--- src/rtl/fp_native_pkg.sv ---
// Shared native-format definitions: 81-bit native word field positions,
// exponent constants and the load-convert state encoding.
package fp_native_pkg;

    localparam int IN_W     = 80;
    localparam int NATIVE_W = 81;
    localparam int MANT_W   = 64;
    localparam int EXP_W    = 15;
    localparam int EXP16_W  = 16;

    localparam int IN_SIGN_BIT = 79;
    localparam int IN_EXP_MSB  = 78;
    localparam int IN_EXP_LSB  = 64;

    localparam int OUT_SIGN_BIT   = 80;
    localparam int OUT_EXP_LO_MSB = 79;
    localparam int OUT_EXP_LO_LSB = 65;
    localparam int OUT_EXP_HI_BIT = 64;
    localparam int MANT_MSB       = 63;

    localparam logic [EXP16_W-1:0] EXP_OFF      = 16'h4000;
    localparam logic [EXP16_W-1:0] EXP_UNORD    = 16'hFFFF;
    localparam logic [EXP16_W-1:0] EXP_DEN_BASE = 16'h4001;
    localparam logic [EXP_W-1:0]   EXP_IN_MAX   = 15'h7FFF;

    typedef enum logic [1:0] {
        IDLE,
        NORM,
        HOLD
    } state_t;

    // The top exponent bit lives below the low fifteen bits in the native word.
    function automatic logic [NATIVE_W-1:0] pack_native(input logic               sign,
                                                        input logic [EXP16_W-1:0] exp16,
                                                        input logic [MANT_W-1:0]  mant);
        logic [NATIVE_W-1:0] w;
        w = '0;
        w[OUT_SIGN_BIT]                   = sign;
        w[OUT_EXP_LO_MSB:OUT_EXP_LO_LSB]  = exp16[EXP_W-1:0];
        w[OUT_EXP_HI_BIT]                 = exp16[EXP16_W-1];
        w[MANT_MSB:0]                     = mant;
        return w;
    endfunction

endpackage

--- src/rtl/lde_norm_step.sv ---
// One denormal normalization step: shift left by 8 while the top byte is
// empty, else by 1, decrementing exp16 to match. Exists only when
// LDE_DENORM_NORMALIZE_EN is defined.
`ifdef LDE_DENORM_NORMALIZE_EN
module lde_norm_step
    import fp_native_pkg::*;
(
    input  logic [MANT_W-1:0]  mant,
    input  logic [EXP16_W-1:0] exp16,
    output logic [MANT_W-1:0]  mant_next,
    output logic [EXP16_W-1:0] exp_next,
    output logic               done
);

    always_comb begin
        if (mant[MANT_MSB -: 8] == 8'h00) begin
            mant_next = mant << 8;
            exp_next  = exp16 - 16'd8;
        end else begin
            mant_next = mant << 1;
            exp_next  = exp16 - 16'd1;
        end
    end

    assign done = mant_next[MANT_MSB];

endmodule
`endif

--- src/rtl/lde_load_convert.sv ---
// Converts 80-bit memory extended operands into the 81-bit native format.
// Define LDE_DENORM_NORMALIZE_EN to normalize denormals; otherwise they flush to zero.
module lde_load_convert
    import fp_native_pkg::*;
#(
    parameter int TAG_W = 9
) (
    input  logic                clk,
    input  logic                rst_n,
    input  logic                in_valid,
    output logic                in_ready,
    input  logic [IN_W-1:0]     in_data,
    input  logic [TAG_W-1:0]    in_tag,
    output logic                out_valid,
    input  logic                out_ready,
    output logic [NATIVE_W-1:0] out_data,
    output logic [TAG_W-1:0]    out_tag,
    output logic                out_den
);

    state_t state, state_next;

    logic                in_sign;
    logic [EXP_W-1:0]    in_exp;
    logic [MANT_W-1:0]   in_mant;
    logic                transfer;
    logic                conv_den;
    logic                conv_needs_norm;
    logic [NATIVE_W-1:0] conv_word;

    assign in_sign = in_data[IN_SIGN_BIT];
    assign in_exp  = in_data[IN_EXP_MSB:IN_EXP_LSB];
    assign in_mant = in_data[MANT_MSB:0];

    // A new operand may enter whenever the output slot is free or being drained.
    assign in_ready = rst_n && (state != NORM) && (!out_valid || out_ready);
    assign transfer = in_valid && in_ready;

    always_comb begin
        conv_den        = (in_exp == '0) && (in_mant != '0);
        conv_needs_norm = 1'b0;
        conv_word       = '0;
        if (in_exp == EXP_IN_MAX) begin
            conv_word = pack_native(in_sign, EXP_UNORD, in_mant);
        end else if (in_exp == '0) begin
            if (in_mant == '0) begin
                conv_word = pack_native(in_sign, '0, '0);
`ifdef LDE_DENORM_NORMALIZE_EN
            end else begin
                conv_word       = pack_native(in_sign, EXP_DEN_BASE, in_mant);
                conv_needs_norm = !in_mant[MANT_MSB];
`endif
            end
        end else begin
            conv_word = pack_native(in_sign, {1'b0, in_exp} + EXP_OFF, in_mant);
        end
    end

`ifdef LDE_DENORM_NORMALIZE_EN
    logic                norm_sign;
    logic [EXP16_W-1:0]  norm_exp;
    logic [MANT_W-1:0]   norm_mant;
    logic [EXP16_W-1:0]  step_exp;
    logic [MANT_W-1:0]   step_mant;
    logic                step_done;

    lde_norm_step u_norm_step (
        .mant      (norm_mant),
        .exp16     (norm_exp),
        .mant_next (step_mant),
        .exp_next  (step_exp),
        .done      (step_done)
    );
`endif

    always_ff @(posedge clk or negedge rst_n) begin
        if (!rst_n) begin
            state <= IDLE;
        end else begin
            state <= state_next;
        end
    end

    always_comb begin
        state_next = state;
        case (state)
            IDLE: begin
                if (transfer) begin
                    state_next = conv_needs_norm ? NORM : HOLD;
                end
            end
            HOLD: begin
                if (transfer) begin
                    state_next = conv_needs_norm ? NORM : HOLD;
                end else if (out_ready) begin
                    state_next = IDLE;
                end
            end
            NORM: begin
`ifdef LDE_DENORM_NORMALIZE_EN
                if (step_done) begin
                    state_next = HOLD;
                end
`else
                state_next = IDLE;
`endif
            end
            default: state_next = IDLE;
        endcase
    end

    // Tag and denormal flag are captured at acceptance; during NORM they are
    // not yet visible because out_valid is low.
    always_ff @(posedge clk or negedge rst_n) begin
        if (!rst_n) begin
            out_valid <= 1'b0;
            out_data  <= '0;
            out_tag   <= '0;
            out_den   <= 1'b0;
`ifdef LDE_DENORM_NORMALIZE_EN
            norm_sign <= 1'b0;
            norm_exp  <= '0;
            norm_mant <= '0;
`endif
        end else if (transfer) begin
            out_tag <= in_tag;
            out_den <= conv_den;
`ifdef LDE_DENORM_NORMALIZE_EN
            if (conv_needs_norm) begin
                out_valid <= 1'b0;
                norm_sign <= in_sign;
                norm_exp  <= EXP_DEN_BASE;
                norm_mant <= in_mant;
            end else
`endif
            begin
                out_valid <= 1'b1;
                out_data  <= conv_word;
            end
`ifdef LDE_DENORM_NORMALIZE_EN
        end else if (state == NORM) begin
            norm_exp  <= step_exp;
            norm_mant <= step_mant;
            if (step_done) begin
                out_valid <= 1'b1;
                out_data  <= pack_native(norm_sign, step_exp, step_mant);
            end
`endif
        end else if (out_ready) begin
            out_valid <= 1'b0;
        end
    end

endmodule

--- config.mk ---
export PLATFORM = sky130hd
export DESIGN_NAME = lde_load_convert
export DESIGN_NICKNAME = d
export VERILOG_FILES = /design/src/rtl/fp_native_pkg.sv /design/src/rtl/lde_norm_step.sv /design/src/rtl/lde_load_convert.sv
export SDC_FILE = /design/constraint.sdc
export NUM_CORES = 1
export LEC_CHECK = 0
export CAP_MARGIN = 30
export CELL_PAD_IN_SITES_DETAIL_PLACEMENT = 1
export CELL_PAD_IN_SITES_GLOBAL_PLACEMENT = 2
export CORE_ASPECT_RATIO = 1.4
export CORE_UTILIZATION = 24
export DETAILED_ROUTE_END_ITERATION = 6
export HOLD_SLACK_MARGIN = 0.03
export PLACE_DENSITY = 0.78
export SLEW_MARGIN = 5
export SYNTH_ARGS = -nofsm -noshare
export SYNTH_HDL_FRONTEND = slang
export SYNTH_SLANG_ARGS = --single-unit
--- constraint.sdc ---
create_clock -name clk -period 1.6 [get_ports clk]
set_clock_uncertainty 0.2 [all_clocks]
set_input_delay 0.16 -clock clk [delete_from_list [all_inputs] [get_ports clk]]
set_output_delay 0.16 -clock clk [all_outputs]
set_load 0.005 [all_outputs]
# --- Word level (Yosys, flattened, before mapping) ---
# Cells that the tools add are included.
op_classes:
  n_shift: 0
  n_reduce_logical: 12
  magnitude_cmp: 0
  multipliers: 0
  n_eq_ne: 5
  n_div: 0
  add_sub_neg: 1
  n_bitwise: 0
  muxes: 9
ops:
  columns: ["cell", "n"]
  rows:
  - ["$mux W81", 3]
  - ["$logic_not A64 Y1", 1]
  - ["$reduce_bool A64 Y1", 1]
  - ["$add A15 B15 Y16 const B", 1]
  - ["$eq A15 B15 Y1 const B", 1]
  - ["$logic_not A15 Y1", 1]
  - ["$mux W2", 3]
  - ["$logic_and A1 B1 Y1", 4]
  - ["$pmux W2 S2", 1]
  - ["$ne A3 B3 Y1 const B", 1]
  - ["$eq A2 B2 Y1 const B", 1]
  - ["$logic_not A2 Y1", 1]
  - ["$mux W1", 2]
  - ["$ne A2 B1 Y1 const B", 1]
  - ["$ne A2 B2 Y1 const B", 1]
  - ["$reduce_and A2 Y1", 1]
  - ["$reduce_bool A2 Y1", 1]
  - ["$logic_not A1 Y1", 1]
  - ["$logic_or A1 B1 Y1", 1]
totals:
  out_inout_bits: 93
  register_bits: 94
  elab_cells: 32
  romBits: 0
  latchBits: 0
  n_memories: 0
  input_bits: 93
  ram_bits: 0

# --- Depth between registers and ports, before layout ---
# Gate-level depths: netlist (run 1).
depth:
  depth_word: 6
  ltp_mapped: 6

# --- Least setup slack after synthesis (run 1) ---
# No wires, ideal clock.
synth_path:
  path_kind: "input-to-reg"
  startpoint: "input in_data[24]"
  endpoint: "register out_den"
  path_buffers: 0
  arrival_ns: 1.223
  path_slack_ns: 0.056
  setup_ns: 0.121
  stages: 4
  path_cell_list: "nor4_1 -> nand4_1 -> or4_1 -> a22o_1"
synth_via:
  elab_chain_cells: 2
synth_lines:
  columns: ["item", "line", "source"]
  rows:
  - ["start, declared", "lde_load_convert.sv:12", "input logic [IN_W-1:0] in_data,"]
  - ["$reduce_bool A64 Y1", "lde_load_convert.sv:40", "conv_den = (in_exp == '0) && (in_mant != '0);"]
  - ["$logic_and A1 B1 Y1", "lde_load_convert.sv:40", null]
  - ["end signal, assigned", "lde_load_convert.sv:127", "out_den <= conv_den;"]
  - ["end, declared", "lde_load_convert.sv:18", "output logic out_den"]
# No other way between the ends.
# A chain may end at the register's enable or synchronous reset.

# --- Worst setup path after layout (run 1) ---
layout_path:
  startpoint: "register out_valid"
  endpoint: "register out_data[42]"
layout_via:
  elab_chain_cells: 4
layout_lines:
  columns: ["item", "line", "source"]
  rows:
  - ["start, declared", "lde_load_convert.sv:14", "output logic out_valid,"]
  - ["start signal, assigned", "lde_load_convert.sv:116", "out_valid <= 1'b0;"]
  - ["start signal, assigned", "lde_load_convert.sv:137", "out_valid <= 1'b1;"]
  - ["start signal, assigned", "lde_load_convert.sv:150", "out_valid <= 1'b0;"]
  - ["$logic_not A1 Y1", "lde_load_convert.sv:36", "assign in_ready = rst_n && (state != NORM) && (!out_valid || out_ready);"]
  - ["$logic_or A1 B1 Y1", "lde_load_convert.sv:36", null]
  - ["$logic_and A1 B1 Y1", "lde_load_convert.sv:36", null]
  - ["$logic_and A1 B1 Y1", "lde_load_convert.sv:37", "assign transfer = in_valid && in_ready;"]
  - ["end signal, assigned", "lde_load_convert.sv:138", "out_data <= conv_word;"]
  - ["end, declared", "lde_load_convert.sv:16", "output logic [NATIVE_W-1:0] out_data,"]
# No other way between the ends.

==> results of run 1 <==
[per-layer routing]
metal	GRT usage	share of wire
met1	0.2039	0.38
met2	0.3389	0.55
met3	0.04881	0.060
met4	0.04962	0.015
met5	0	0
[synth_stat cells, drive strengths merged]
library cell  number
nand2              2
nor2               1
mux2i              1
o41ai              1
nor2b              1
dfrtp             92
nand4              8
mux2              24
nand2b             1
buf               10
a21oi              1
nor3               1
nand3              1
clkbuf             7
or4                1
and2               1
nor4              19
a22o              66
[area by class of cell]
cell class                 instances  share of cell area
timing repair buffer             318              0.4366
sequential                        92              0.3139
multi-input combinational        129              0.1742
clock buffer                      11             0.03174
tap                              185             0.03156
clock inverter                     5             0.01160
antenna                            1           0.0003412
[flip-flops by register name, indices dropped and copies added, names as in the netlist]
name       cells
out_data      81
out_valid      1
out_tag        9
out_den        1
[path summary, 6_finish.rpt]
| kind | from | end | depth (start not counted) |
|---|---|---|---|
| min | in_data[25] | out_data[25] | 2 |
| min in group asynchronous | rst_n | out_data[59] | 2 |
| max reg2reg | out_valid | out_data[42] | 8 |
| max | out_valid | out_data[42] | 8 |
| max in group asynchronous | rst_n | out_data[2] | 3 |
| min reg2reg | out_data[45] | out_data[45] | 1 |
[stage by stage]
stage	util	hold slack, ns	std cells	instance area (µm²)
after floorplan	-	-0.3356	238	3490
after global placement	0.4238	-0.2188	641	5949
after detailed placement	0.4238	-0.2192	641	5949
after CTS	0.4921	0.03161	707	6908
after global routing	0.5222	0.02976	740	7331
final	0.5224	0.03505	741	7333
[power by group]
group          switching, W  internal [W]  total [W]
Sequential         0.000212       0.00271    0.00292
Clock              0.000907       0.00138    0.00229
Combinational      0.000665       0.00131    0.00198
[critical path: cells and delay by family (launching register included)]
kind,cells,cell delay (ns)
buffers and inverters,4,0.51
flip-flops,1,0.39
AND/OR/NAND/NOR,3,0.38
AO/OA/AOI/OAI,1,0.11
[timing repair]
action / CTS / global route
hold buffers: 35 / 19
pin swaps: 27 / 32
gates resized for setup: 116 / 145
hold endpoints to repair: 126 / 19
cloned: 5 / 2
buffers inserted: 12 / 14
setup endpoints to repair: 92 / 144
[logic make-up (layout without fill, tap and decap cells)]
kind of cell	after synthesis	after routing	synth area share
flip-flops	92	92	0.6597
buffers and inverters	17	334	0.02617
AND/OR/NAND/NOR	36	36	0.06382
multiplexers	25	25	0.08032
AO/OA/AOI/OAI	68	68	0.1700
other	0	1	0
==> metrics.txt, run 1 <==
relative slew slack 0.6930; final hold viol count 0; IO Count 186; drt drc 0; Syn Nets 331; fmax approximately 600 MHz; FILL cells 1,435; crit path DAT 1.74 ns; Rows 51; most frequent cells in the layout 92 x dfrtp_1, 65 x a22o_1, 58 x buf_4, 54 x dlygate4sd3_1; fin crit share 1.039; gr usage total 0.1817; slack of the critical path -0.06220 ns; CTS tree built; Max Cap Viol 0; crit path kind reg -> reg; GP Congestion 0.7875; CTS clock-pin slew for the worst setup and hold paths 0.07 ns; # clock sinks 92; Root Driver clkbuf_16; most common cell after layout, fill and taps aside dfrtp_1; Hold Path Class in -> reg; CP max-delay cell dfrtp_1; routed len/inst 18.80 µm; Slew @ Worst Pin 0.4606 ns; vias in the first global route 3,793; leakage 3.776 nW; crit-path max cell delay 0.39 ns; Multi-input gate area 0.001277 mm²; largest net degree at the start of global routing 84; die height ~140 µm; Mapped Avg Cell Area 14.66 µm²; pwr dens 979.7 mW/mm²; vias per cell 4.684; Most common cell on crit path buf_6; GRT overflow 0; Die W slightly above 100 µm; post-route ant nets 0; Detailed Route WL around 14 mm; nets 643; Synth area leaders dfrtp_1 66%, a22o_1 16%, mux2_2 7.7%, nor4_1 3.2%, nand4_1 1.4%; Buffers on Ports 185; die area 0.01503 mm²; CP Launch Type flip-flop; flop2flop setup slack -0.06 ns; Synth top area share 0.6597; Yosys reg bits 92; minimum clock period after layout ~1.7 ns; HPWL after detailed placement 9.129 mm; Clock Latency Late Sink 0.33 ns; Seq/Total Area, Yosys 0.6597; Yosys warning total 0; pre-CTS setup slack -0.8091 ns; RSZ-0062 raised after global routing yes; Cell Area, Synth 0.003490 mm²; cells after synthesis 238; PnR Total Power about 0.0072 W; Starting Density 0.2486; Fin Setup TNS -1.500 ns; type of destination of the critical path flip-flop; register area between 0.002 and 0.0025 mm²; Area Overhead vs Synth 110.1%; outcome finished with violations; failing checks setup timing; initial antenna violation count 1; # H-tree levels 3; CTS Buffer Depth 2; first-pass GRT wire length 21.04 mm; Final Setup Violations 47; share of cells above drive strength 1 0.3171; core box area 0.01404 mm²; CTS Buf Count 9; Yosys top cell by area dfrtp_1; Final Max Slew Viols 0; number of DRC markers in iteration 0 60; CP max FO 5; crit-path cells nand2b_1 -> buf_6 -> nand3_4 -> nor2b_4 -> buf_6 -> buf_12 -> clkbuf_16 -> a22o_1; TritonRoute pass-1 iters 4; Max VDD drop between 0.5 and 0.6 mV; Critical Path RT between 1.5 and 2 ns; post-synth cell types 22; DR vias 3,471
Note: power is estimated with default switching activity, not from simulation.
==> run 2: changes to the inputs <==
--- a/config.mk
+++ b/config.mk
@@ -5,14 +5,15 @@
 export SDC_FILE = /design/constraint.sdc
 export NUM_CORES = 1
 export LEC_CHECK = 0
+export ABC_AREA = 1
 export CAP_MARGIN = 30
 export CELL_PAD_IN_SITES_DETAIL_PLACEMENT = 1
 export CELL_PAD_IN_SITES_GLOBAL_PLACEMENT = 2
 export CORE_ASPECT_RATIO = 1.4
-export CORE_UTILIZATION = 24
+export CORE_UTILIZATION = 22
 export DETAILED_ROUTE_END_ITERATION = 6
 export HOLD_SLACK_MARGIN = 0.03
-export PLACE_DENSITY = 0.78
+export PLACE_DENSITY = 0.79
 export SLEW_MARGIN = 5
 export SYNTH_ARGS = -nofsm -noshare
 export SYNTH_HDL_FRONTEND = slang
==> metrics.txt, run 2 <==
outcome finished, final reports clean; Max Cap Viol 0; Seq pwr share 0.402; crit path DAT approximately 1.6 ns; Hold Path Class in -> reg; Synth top area share 0.5982; die height 158.5 µm; minimum clock period after layout 1.599 ns; Final Setup Violations 0; final hold viol count 0; leakage 4.216 nW; fmax 625.5 MHz; Fin Setup TNS 0 ns; final std cells w/o fill ~950; Non-Filler Cell Area, Final 0.007415 mm²; CTS Buf Count 9; vias in the first global route 4,125; DR vias 3,913; Starting Density 0.2270; CTS tree built; largest net degree at the start of global routing 93; type of destination of the critical path flip-flop; Placed Cells 891; Yosys warning total 0; drt drc 0; # clock sinks roughly 90; final hold slack 0.03685 ns; most common cell after layout, fill and taps aside nand2_1; CTS Buffer Depth 2; fin crit share 0.9993; Yosys reg bits 92; TritonRoute pass-1 iters 4; IO Count 186; Max VDD drop 0.4530 mV; Most used DFF post-synth dfrtp_1; Rows 56; Gate power share 0.265; Yosys top cell by area dfrtp_1; GP Congestion just over 0.7; pwr dens 976.4 mW/mm²; Pint 0.005356 W; Syn Nets 550; Cell Area, Synth 0.003849 mm²; placed cell areas 0.006203 mm²; Slew @ Worst Pin 0.5140 ns; Area Overhead vs Synth 92.65%; HPWL after detailed placement 9.759 mm; initial antenna violation count 0; number of DRC markers in iteration 0 112; nets ~810; Mapped Avg Cell Area 8.422 µm²; Post-synth ARST share 1.000; max FFs per register 81; cells after synthesis 457; net switching power figure 0.001884 W; n_diodes 0; Die W 113.8 µm; die area 0.01803 mm²; vias per cell about 4.1; CTS clock-pin slew for the worst setup and hold paths ~0.070 ns; gr usage total 0.1501; Final Core Density 0.4373; GRT overflow 0; routed len/inst 15.94 µm; Root Driver clkbuf_16; Most flops, register out_data; core box area 0.01696 mm²; Critical Path RT 1.64 ns; Top Registers out_data: 81 flops, out_tag: 9 flops; CP max FO 13; crit path kind reg -> reg; RSZ-0062 raised after global routing yes; Post-synth EDFFs 0; post-route ant nets 0; top post-synthesis cells by count 248 x nand2_1, 92 x dfrtp_1, 47 x nor2_1, 15 x inv_1, 14 x o21ai_0; most frequent cells in the layout 214 x nand2_1, 100 x clkdlybuf4s50_1, 92 x dfrtp_1, 60 x dlymetal6s2s_1, 45 x nor2_1; Seq/Total Area, Yosys 0.5982; Buffers on Ports 185; CP Launch Type flip-flop; most instantiated library cell after synthesis nand2_1; Synth area leaders dfrtp_1 60%, nand2_1 24%, nor2_1 4.6%, mux2_2 2.9%, o21ai_0 1.8%; post-synth cell types 17; Sw Ratio 0.2602; # H-tree levels 3; share of cells above drive strength 1 0.1994; Final Max Slew Viols 0; first-pass GRT wire length 20.59 mm; Detailed Route WL around 15 mm; Clock Latency Late Sink 0.34 ns; relative slew slack 0.6573; Clock power frac 0.334
## run 2: cell types whose count changed after synthesis, moves of 15 or more
cell and change:
nand2_1 +246, a22o_1 -65, nor2_1 +46, nor4_1 -18
inv_1 +15
## run 2: cell type report
type / count / area [µm²]
fillers: 1969 / 9542
repair buffers: 261 / 2859
flip-flops and latches: 92 / 2302
multi-input cells: 330 / 1543
well taps: 232 / 290.3
clock buffers: 13 / 270.3
inverters: 17 / 76.32
clock inverters: 3 / 67.56
repair inverters: 1 / 6.256
## run 2: timing repair
| action | CTS | global route |
|---|---|---|
| setup buffers | 3 | 16 |
| gates cloned | 0 | 15 |
| setup endpoints to repair | 28 | 145 |
| hold endpoints to repair | 92 | 7 |
| hold buffers | 1 | 7 |
| pin swaps | 2 | 11 |
| gates resized for setup | 35 | 128 |
## run 2: cell families (layout without fill, tap and decap cells)
group | after synthesis | count (layout) | synth area share
and+or+nand+nor | 306 | 306 | 0.3046
DFF | 92 | 92 | 0.5982
buffers and inverters | 35 | 295 | 0.04974
AOI/OAI and AO/OA | 14 | 14 | 0.01821
muxes | 10 | 10 | 0.02926
## run 2: worst paths after layout
kind                               from           end  slack (ns)  cells after the start
max                           out_valid  out_data[40]       0.001                      8
min                         in_data[78]  out_data[79]        0.04                      4
max reg2reg                   out_valid  out_data[40]       0.001                      8
min reg2reg                out_data[61]  out_data[61]        0.28                      2
max in group asynchronous         rst_n  out_data[19]        0.54                      3
min in group asynchronous         rst_n  out_data[51]        0.28                      3
## run 2: stage by stage
step	total power (W)	setup slack (ns)
after CTS	0.007158	-0.01794
final	0.007240	0.001150
after floorplan	0.003393	0.09182
after global placement	0.004661	-0.2321
after detailed placement	0.004718	-0.2779
after global routing	0.007640	-0.06627
## run 2: power groups by stage
| stage | clock, W | sequential (W) | combinational (W) |
|---|---|---|---|
| after CTS | 0.00249 | 0.00292 | 0.00174 |
| final | 0.00242 | 0.00291 | 0.00192 |
| after detailed placement | 0 | 0.00296 | 0.00176 |
| after global routing | 0.00259 | 0.00296 | 0.00209 |
| after floorplan | 0 | 0.00296 | 0.000435 |
| after global placement | 0 | 0.00294 | 0.00172 |
## run 2: worst max-delay path, stage by stage (launching register included)
cell,delay (ns)
dfrtp_1,0.38
nand2_2,0.07
and2_4,0.14
buf_6,0.13
nand2_8,0.07
buf_12,0.17
clkbuf_16,0.18
nand2_1,0.08
nand2_1,0.06
## run 2: metal layers
layer	GRT usage	up-vias	wire length, µm
met3	0.03654	13	757
met4	0.06370	0	254
li1	-	1902	-
met1	0.1652	1882	6128
met2	0.2741	116	7989
met5	0	-	0
==> run 3: changes to the inputs <==
--- a/config.mk
+++ b/config.mk
@@ -11,6 +11,7 @@
 export CELL_PAD_IN_SITES_GLOBAL_PLACEMENT = 2
 export CORE_ASPECT_RATIO = 1.4
 export CORE_UTILIZATION = 22
+export CTS_CLUSTER_DIAMETER = 80
 export DETAILED_ROUTE_END_ITERATION = 6
 export HOLD_SLACK_MARGIN = 0.03
 export PLACE_DENSITY = 0.79
==> results of run 3 <==
The final DEF is identical to that of run 2; final timing and power are the same.
